===== config.mk =====
export PLATFORM = sky130hd
export DESIGN_NAME = tpu_cmd_loader
export DESIGN_NICKNAME = d
export VERILOG_FILES = /design/src/rtl/tpu_pkg.sv /design/src/rtl/tpu_addr_counter.sv /design/src/rtl/tpu_cmd_loader.sv
export SDC_FILE = /design/constraint.sdc
export NUM_CORES = 1
export LEC_CHECK = 0
export ABC_CLOCK_PERIOD_IN_PS = 2100
export BUFFER_PORTS_ARGS = -buffer_cell sky130_fd_sc_hd__buf_2
export CAP_MARGIN = 40
export CORE_AREA = 5 5 65 50
export CTS_CLUSTER_SIZE = 25
export DETAILED_ROUTE_END_ITERATION = 8
export DIE_AREA = 0 0 70 55
export GPL_TIMING_DRIVEN = 0
export PLACE_DENSITY = 0.69
export SETUP_SLACK_MARGIN = 0.05
export SYNTH_ARGS = -nofsm -noshare
export SYNTH_HDL_FRONTEND = slang
export SYNTH_SLANG_ARGS = --single-unit

===== constraint.sdc =====
create_clock -name clk -period 2.1 [get_ports clk]
set_clock_uncertainty 0.1 [all_clocks]
set_input_delay 0.42 -clock clk [delete_from_list [all_inputs] [get_ports clk]]
set_output_delay 0.42 -clock clk [all_outputs]
set_load 0.02 [all_outputs]

===== src/rtl/tpu_pkg.sv =====
// Shared definitions for the TPU command front-end.
// Holds the opcode and loader-state enumerations, default payload/opcode
// widths, default memory depths and a helper that derives the address width.
package tpu_pkg;

  localparam int DEF_DATA_W    = 8;
  localparam int DEF_OPC_W     = 3;
  localparam int DEF_W_DEPTH   = 4;
  localparam int DEF_INP_DEPTH = 4;
  localparam int DEF_INS_DEPTH = 8;

  typedef enum logic [2:0] {
    OPC_NOP      = 3'b000,
    OPC_LOAD_W   = 3'b001,
    OPC_LOAD_INP = 3'b010,
    OPC_LOAD_INS = 3'b011,
    OPC_START    = 3'b101,
    OPC_ABORT    = 3'b111
  } opcode_t;

  typedef enum logic [2:0] {
    ST_IDLE     = 3'd0,
    ST_LOAD_W   = 3'd1,
    ST_LOAD_INP = 3'd2,
    ST_LOAD_INS = 3'd3,
    ST_RUN      = 3'd4,
    ST_DONE     = 3'd5
  } ld_state_t;

  // Address width wide enough for the deepest memory (at least one bit).
  function automatic int addr_width(input int a, input int b, input int c);
    int m;
    m = a;
    if (b > m) m = b;
    if (c > m) m = c;
    if (m <= 2) return 1;
    return $clog2(m);
  endfunction

endpackage


===== src/rtl/tpu_addr_counter.sv =====
// Write-address counter used by the command loader for every memory load.
// Ports:
//   clk, reset : clock and asynchronous active-high reset
//   clear      : force the count back to zero (wins over inc)
//   inc        : advance by one, wrapping to zero after limit-1
//   limit      : number of words in the memory being loaded (ADDR_W+1 bits
//                so that a full power-of-two depth is representable)
//   count      : current address
//   last       : count == limit-1
module tpu_addr_counter #(
  parameter int ADDR_W = 3
) (
  input  logic              clk,
  input  logic              reset,
  input  logic              clear,
  input  logic              inc,
  input  logic [ADDR_W:0]   limit,
  output logic [ADDR_W-1:0] count,
  output logic              last
);

  logic [ADDR_W-1:0] count_r;
  logic [ADDR_W:0]   limit_m1_s;

  assign limit_m1_s = limit - {{ADDR_W{1'b0}}, 1'b1};
  assign last       = ({1'b0, count_r} == limit_m1_s);
  assign count      = count_r;

  // Address register: clear has priority, last beat wraps to zero.
  always_ff @(posedge clk or posedge reset) begin
    if (reset) begin
      count_r <= {ADDR_W{1'b0}};
    end else if (clear) begin
      count_r <= {ADDR_W{1'b0}};
    end else if (inc) begin
      if (last) begin
        count_r <= {ADDR_W{1'b0}};
      end else begin
        count_r <= count_r + {{(ADDR_W-1){1'b0}}, 1'b1};
      end
    end
  end

endmodule


===== src/rtl/tpu_cmd_loader.sv =====
// Registered command front-end for the TPU.
// Accepts opcodes, streams payload beats into the weight, input and
// instruction memories, issues a one-cycle start to the core and tracks the
// run until the core reports done. All outputs are registered.
// Ports:
//   clk, reset            : clock, asynchronous active-high reset
//   cmd_valid, cmd_opcode : command handshake and opcode
//   data_valid, data_in   : payload beat
//   core_done             : core finished (level or pulse)
//   mem_we_w/inp/ins      : per-memory write strobes
//   mem_addr, mem_wdata   : shared write address and data
//   start                 : one-cycle core start pulse
//   busy                  : high whenever not idle
//   done                  : one-cycle pulse at the end of a run
//   cmd_err               : one-cycle pulse when a command is rejected
module tpu_cmd_loader
  import tpu_pkg::*;
#(
  parameter int  DATA_W    = DEF_DATA_W,
  parameter int  OPC_W     = DEF_OPC_W,
  parameter int  W_DEPTH   = DEF_W_DEPTH,
  parameter int  INP_DEPTH = DEF_INP_DEPTH,
  parameter int  INS_DEPTH = DEF_INS_DEPTH,
  localparam int ADDR_W    = addr_width(W_DEPTH, INP_DEPTH, INS_DEPTH)
) (
  input  logic              clk,
  input  logic              reset,
  input  logic              cmd_valid,
  input  logic [OPC_W-1:0]  cmd_opcode,
  input  logic              data_valid,
  input  logic [DATA_W-1:0] data_in,
  input  logic              core_done,
  output logic              mem_we_w,
  output logic              mem_we_inp,
  output logic              mem_we_ins,
  output logic [ADDR_W-1:0] mem_addr,
  output logic [DATA_W-1:0] mem_wdata,
  output logic              start,
  output logic              busy,
  output logic              done,
  output logic              cmd_err
);

  localparam int          LIM_W   = ADDR_W + 1;
  localparam logic [ADDR_W:0] W_LIM   = W_DEPTH[ADDR_W:0];
  localparam logic [ADDR_W:0] INP_LIM = INP_DEPTH[ADDR_W:0];
  localparam logic [ADDR_W:0] INS_LIM = INS_DEPTH[ADDR_W:0];

  ld_state_t         state_r, nxt_state_s;
  logic              we_w_s, we_inp_s, we_ins_s;
  logic              start_s, done_s, err_s;
  logic              clr_s, inc_s;
  logic              abort_s, reject_s;
  logic [ADDR_W:0]   limit_s;
  logic [ADDR_W-1:0] count_s;
  logic              last_s;

  logic              mem_we_w_r, mem_we_inp_r, mem_we_ins_r;
  logic [ADDR_W-1:0] mem_addr_r;
  logic [DATA_W-1:0] mem_wdata_r;
  logic              start_r, busy_r, done_r, cmd_err_r;

  // ABORT is honoured everywhere; in a non-idle state anything but NOP/ABORT is rejected.
  assign abort_s  = cmd_valid && (cmd_opcode == OPC_ABORT);
  assign reject_s = cmd_valid && (cmd_opcode != OPC_NOP) && (cmd_opcode != OPC_ABORT);

  // Depth of the memory currently being loaded.
  always_comb begin
    limit_s = W_LIM;
    case (state_r)
      ST_LOAD_INP: limit_s = INP_LIM;
      ST_LOAD_INS: limit_s = INS_LIM;
      default:     limit_s = W_LIM;
    endcase
  end

  tpu_addr_counter #(
    .ADDR_W (ADDR_W)
  ) u_addr_counter (
    .clk   (clk),
    .reset (reset),
    .clear (clr_s),
    .inc   (inc_s),
    .limit (limit_s),
    .count (count_s),
    .last  (last_s)
  );

  // Next-state and next-output decode.
  always_comb begin
    nxt_state_s = state_r;
    we_w_s      = 1'b0;
    we_inp_s    = 1'b0;
    we_ins_s    = 1'b0;
    start_s     = 1'b0;
    done_s      = 1'b0;
    err_s       = 1'b0;
    clr_s       = 1'b0;
    inc_s       = 1'b0;
    case (state_r)
      ST_IDLE: begin
        if (cmd_valid) begin
          case (cmd_opcode)
            OPC_LOAD_W: begin
              nxt_state_s = ST_LOAD_W;
              clr_s       = 1'b1;
            end
            OPC_LOAD_INP: begin
              nxt_state_s = ST_LOAD_INP;
              clr_s       = 1'b1;
            end
            OPC_LOAD_INS: begin
              nxt_state_s = ST_LOAD_INS;
              clr_s       = 1'b1;
            end
            OPC_START: begin
              nxt_state_s = ST_RUN;
              start_s     = 1'b1;
            end
            OPC_NOP, OPC_ABORT: begin
              nxt_state_s = ST_IDLE;
            end
            default: begin
              err_s = 1'b1;
            end
          endcase
        end else begin
          nxt_state_s = ST_IDLE;
        end
      end
      ST_LOAD_W, ST_LOAD_INP, ST_LOAD_INS: begin
        if (abort_s) begin
          // ABORT beats a simultaneous data beat: nothing is written.
          nxt_state_s = ST_IDLE;
          clr_s       = 1'b1;
        end else begin
          err_s = reject_s;
          if (data_valid) begin
            inc_s    = 1'b1;
            we_w_s   = (state_r == ST_LOAD_W);
            we_inp_s = (state_r == ST_LOAD_INP);
            we_ins_s = (state_r == ST_LOAD_INS);
            if (last_s) begin
              nxt_state_s = ST_IDLE;
            end else begin
              nxt_state_s = state_r;
            end
          end else begin
            nxt_state_s = state_r;
          end
        end
      end
      ST_RUN: begin
        if (abort_s) begin
          nxt_state_s = ST_IDLE;
          clr_s       = 1'b1;
        end else begin
          err_s = reject_s;
          // A core_done seen while the start pulse is still out is stale.
          if (core_done && !start_r) begin
            nxt_state_s = ST_DONE;
            done_s      = 1'b1;
          end else begin
            nxt_state_s = ST_RUN;
          end
        end
      end
      ST_DONE: begin
        if (abort_s) begin
          clr_s = 1'b1;
        end else begin
          err_s = reject_s;
        end
        nxt_state_s = ST_IDLE;
      end
      default: begin
        nxt_state_s = ST_IDLE;
        clr_s       = 1'b1;
      end
    endcase
  end

  // State and registered outputs.
  always_ff @(posedge clk or posedge reset) begin
    if (reset) begin
      state_r      <= ST_IDLE;
      mem_we_w_r   <= 1'b0;
      mem_we_inp_r <= 1'b0;
      mem_we_ins_r <= 1'b0;
      mem_addr_r   <= {ADDR_W{1'b0}};
      mem_wdata_r  <= {DATA_W{1'b0}};
      start_r      <= 1'b0;
      busy_r       <= 1'b0;
      done_r       <= 1'b0;
      cmd_err_r    <= 1'b0;
    end else begin
      state_r      <= nxt_state_s;
      mem_we_w_r   <= we_w_s;
      mem_we_inp_r <= we_inp_s;
      mem_we_ins_r <= we_ins_s;
      if (inc_s) begin
        mem_addr_r  <= count_s;
        mem_wdata_r <= data_in;
      end
      start_r      <= start_s;
      busy_r       <= (nxt_state_s != ST_IDLE);
      done_r       <= done_s;
      cmd_err_r    <= err_s;
    end
  end

  assign mem_we_w   = mem_we_w_r;
  assign mem_we_inp = mem_we_inp_r;
  assign mem_we_ins = mem_we_ins_r;
  assign mem_addr   = mem_addr_r;
  assign mem_wdata  = mem_wdata_r;
  assign start      = start_r;
  assign busy       = busy_r;
  assign done       = done_r;
  assign cmd_err    = cmd_err_r;

  // LIM_W documents the limit bus width shared with the counter.
  logic [LIM_W-1:0] unused_lim_s;
  assign unused_lim_s = limit_s;

endmodule


==> impl_metrics.toml <==
[floorplanning]
dieArea_mm2 = 0.00385
initial_utilization = 0.415
die_width_um = 70
die_h_um = 55
top_level_ports = 34
rows = 16
core_mm2 = 0.00260

[clock_tree]
cts_buffers = 3
clock_latency_ns = 0.30
cts_setup_buffers = 0
cts_max_level = 1
cts_resized = 0
cts_tree = "built"
cts_buffer_depth = 2
path_clk_slew_ns = 0.13
cts_root_buffer = "clkbuf_4"
cts_hold_buf = 1
cts.sinks = 24

[placed_design]
dp_hpwl_mm = 1.79
portBuffers = 33
placedCellCount = 182
routabilityCongestion = 0.830

[drt]
routedWlPerCell_um = 12.1
wl_mm = 2.26
drc = 0
first_pass_iters = 4
postRouteAntennaNets = 0
drtIter0Drc = 36
via_count = 912
viasPerCell = 4.88

[synth]
synth.top_cells.by_area = "dfrtp_1 (56%), nand2_1 (13%), nand3_1 (1.9%), nor2_1 (1.7%), o2111ai_1 (1.6%)"
ys_types = 32
synth_area_per_cell_um2 = 9.65
synth-seq-cells = 24
yosysSeqAreaShare = 0.556
synthCells = 112
synth_top_area_frac = 0.556
yosys_warnings = 0
syn_area_mm2 = 0.00108
synth_nets = 129
synth_area_leader_cell = "dfrtp_1"

[pwr]
p_total_mw = 1.72
p_per_area_mw_per_mm2 = 1260
peakVddDrop_v = 0.000367
leakage_nw = 0.731

[global_route]
grt_pass1_wl_mm = 3.73
grt_max_degree = 19
grt_pass1_vias = 839
grt_overflow = 0
antenna_found_initial = 0
grtUsageTotal = 0.125

[timing]
hold_viol = 0
final_max_slew_viol_count = 0
tightest_slew_ns = 0.435
period_share = 0.802
setup_violations = 0
slew_headroom = 0.707
fmax_ghz = 0.594
period_minus_slack_ns = 1.68
hold_slack_ns = 0.191
rsz0062_at_grt = "false"
final.setup.tns_ns = 0

[critical_path]
r2r_slack_ns = 0.42
critical_path_class = "flop to flop"
crit_arrival_ns = 1.77
end_kind = "flop"
crit_start = "u_addr_counter.count[0]$_DFFE_PP0P_"
r2r_start = "u_addr_counter.count[0]$_DFFE_PP0P_"
worstPathRequired_ns = 2.18
start_kind = "flop"
cp_max_fo = 4

[layout]
drive_gt1_frac = 0.311
layout_common_cells = "nand2_1 (37), buf_2 (34), dfrtp_1 (24)"
layout_commonest_cell = "nand2_1"
final_util = 0.525
multi_input_area_um2 = 448
nets = 169
register_area_um2 = 601
instances_no_fill = 187
area_growth_pct = 26.3
insertedDiodeCount = 0
nFillCells = 250

[flow_run]
cap_violations = 0

[hold_path]
min-delay-start = "data_in[2]"
hp-class = "input port to flop"

[run_status]
outcome = "complete, no violations"
==> metrics by stage <==
stage	worst slack [ns]	instance area [um2]
after CTS	0.434	1370
final	0.416	1370
after global routing	0.339	1370
after floorplan	0.582	1080
after detailed placement	0.412	1320
after global placement	0.466	1290
==> where the power goes <==
group | total [mW] | switching (mW) | internal (mW)
Sequential | 0.711 | 0.0890 | 0.622
Clock | 0.232 | 0.126 | 0.106
Combinational | 0.780 | 0.493 | 0.288
Total | 1.72 | 0.708 | 1.01
==> layout make-up <==
type                       instances  share of cell area
multi-input combinational         81               0.328
clock buffer                       4              0.0266
buffer                             3              0.0128
inverter                           4              0.0110
sequential                        24               0.440
timing repair buffer              35               0.148
tap                               36              0.0330
==> cells in the mapped netlist, drive strengths merged <==
cell,instances
o21a,1
or3,2
a31oi,2
xnor2,1
nor3,1
a211o,1
nor4,2
and3,2
inv,4
clkbuf,1
nand4,1
buf,2
o211ai,3
xor2,2
nand3,5
or2,2
nand2b,2
a21oi,3
nand2,37
nand3b,2
ha,1
a41oi,2
o2111ai,2
dfrtp,24
o21ai,2
nor2,5
==> registers in the layout, summed over array words and instances (netlist names) <==
signal                cells
mem_wdata                 8
mem_addr                  3
state_r                   3
u_addr_counter.count      3
busy                      1
cmd_err                   1
done                      1
mem_we_inp                1
mem_we_ins                1
mem_we_w                  1
start                     1
==> final timing paths <==
path | cells after the start | endpoint
worst min register to register | 2 | mem_wdata[0]$_DFFE_PP0P_
min in group asynchronous | 3 | state_r[2]$_DFF_PP0_
max in group asynchronous | 4 | mem_wdata[0]$_DFFE_PP0P_
worst min-delay path | 3 | mem_wdata[2]$_DFFE_PP0P_
worst max-delay path | 5 | busy$_DFF_PP0_
worst max register to register | 5 | busy$_DFF_PP0_
==> cells by family (layout without fill, tap and decap cells) <==
family          count (synthesis)  after routing  synth area share
compound gates                 16             16             0.115
xor+xnor                        3              3            0.0243
fa+ha+maj                       1              1            0.0116
buf+inv                         7             46            0.0301
flops                          24             24             0.556
simple gates                   61             61             0.264
==> layer usage <==
| metal | global-route usage | vias to the layer above | wire, um |
|---|---|---|---|
| li1 | - | 459 | - |
| met1 | 0.173 | 419 | 1100 |
| met2 | 0.191 | 28 | 992 |
| met3 | 0.0289 | 6 | 125 |
| met4 | 0.0478 | 0 | 40 |
| met5 | 0 | - | 0 |
==> critical path: stages (launching register included) <==
cell and delay [ns]:
dfrtp_1 0.42, ha_1 0.24, nand2_1 0.08, o2111ai_1 0.23, o211ai_2 0.13, or3_1 0.36
Note: power is estimated with default switching activity, not from simulation.
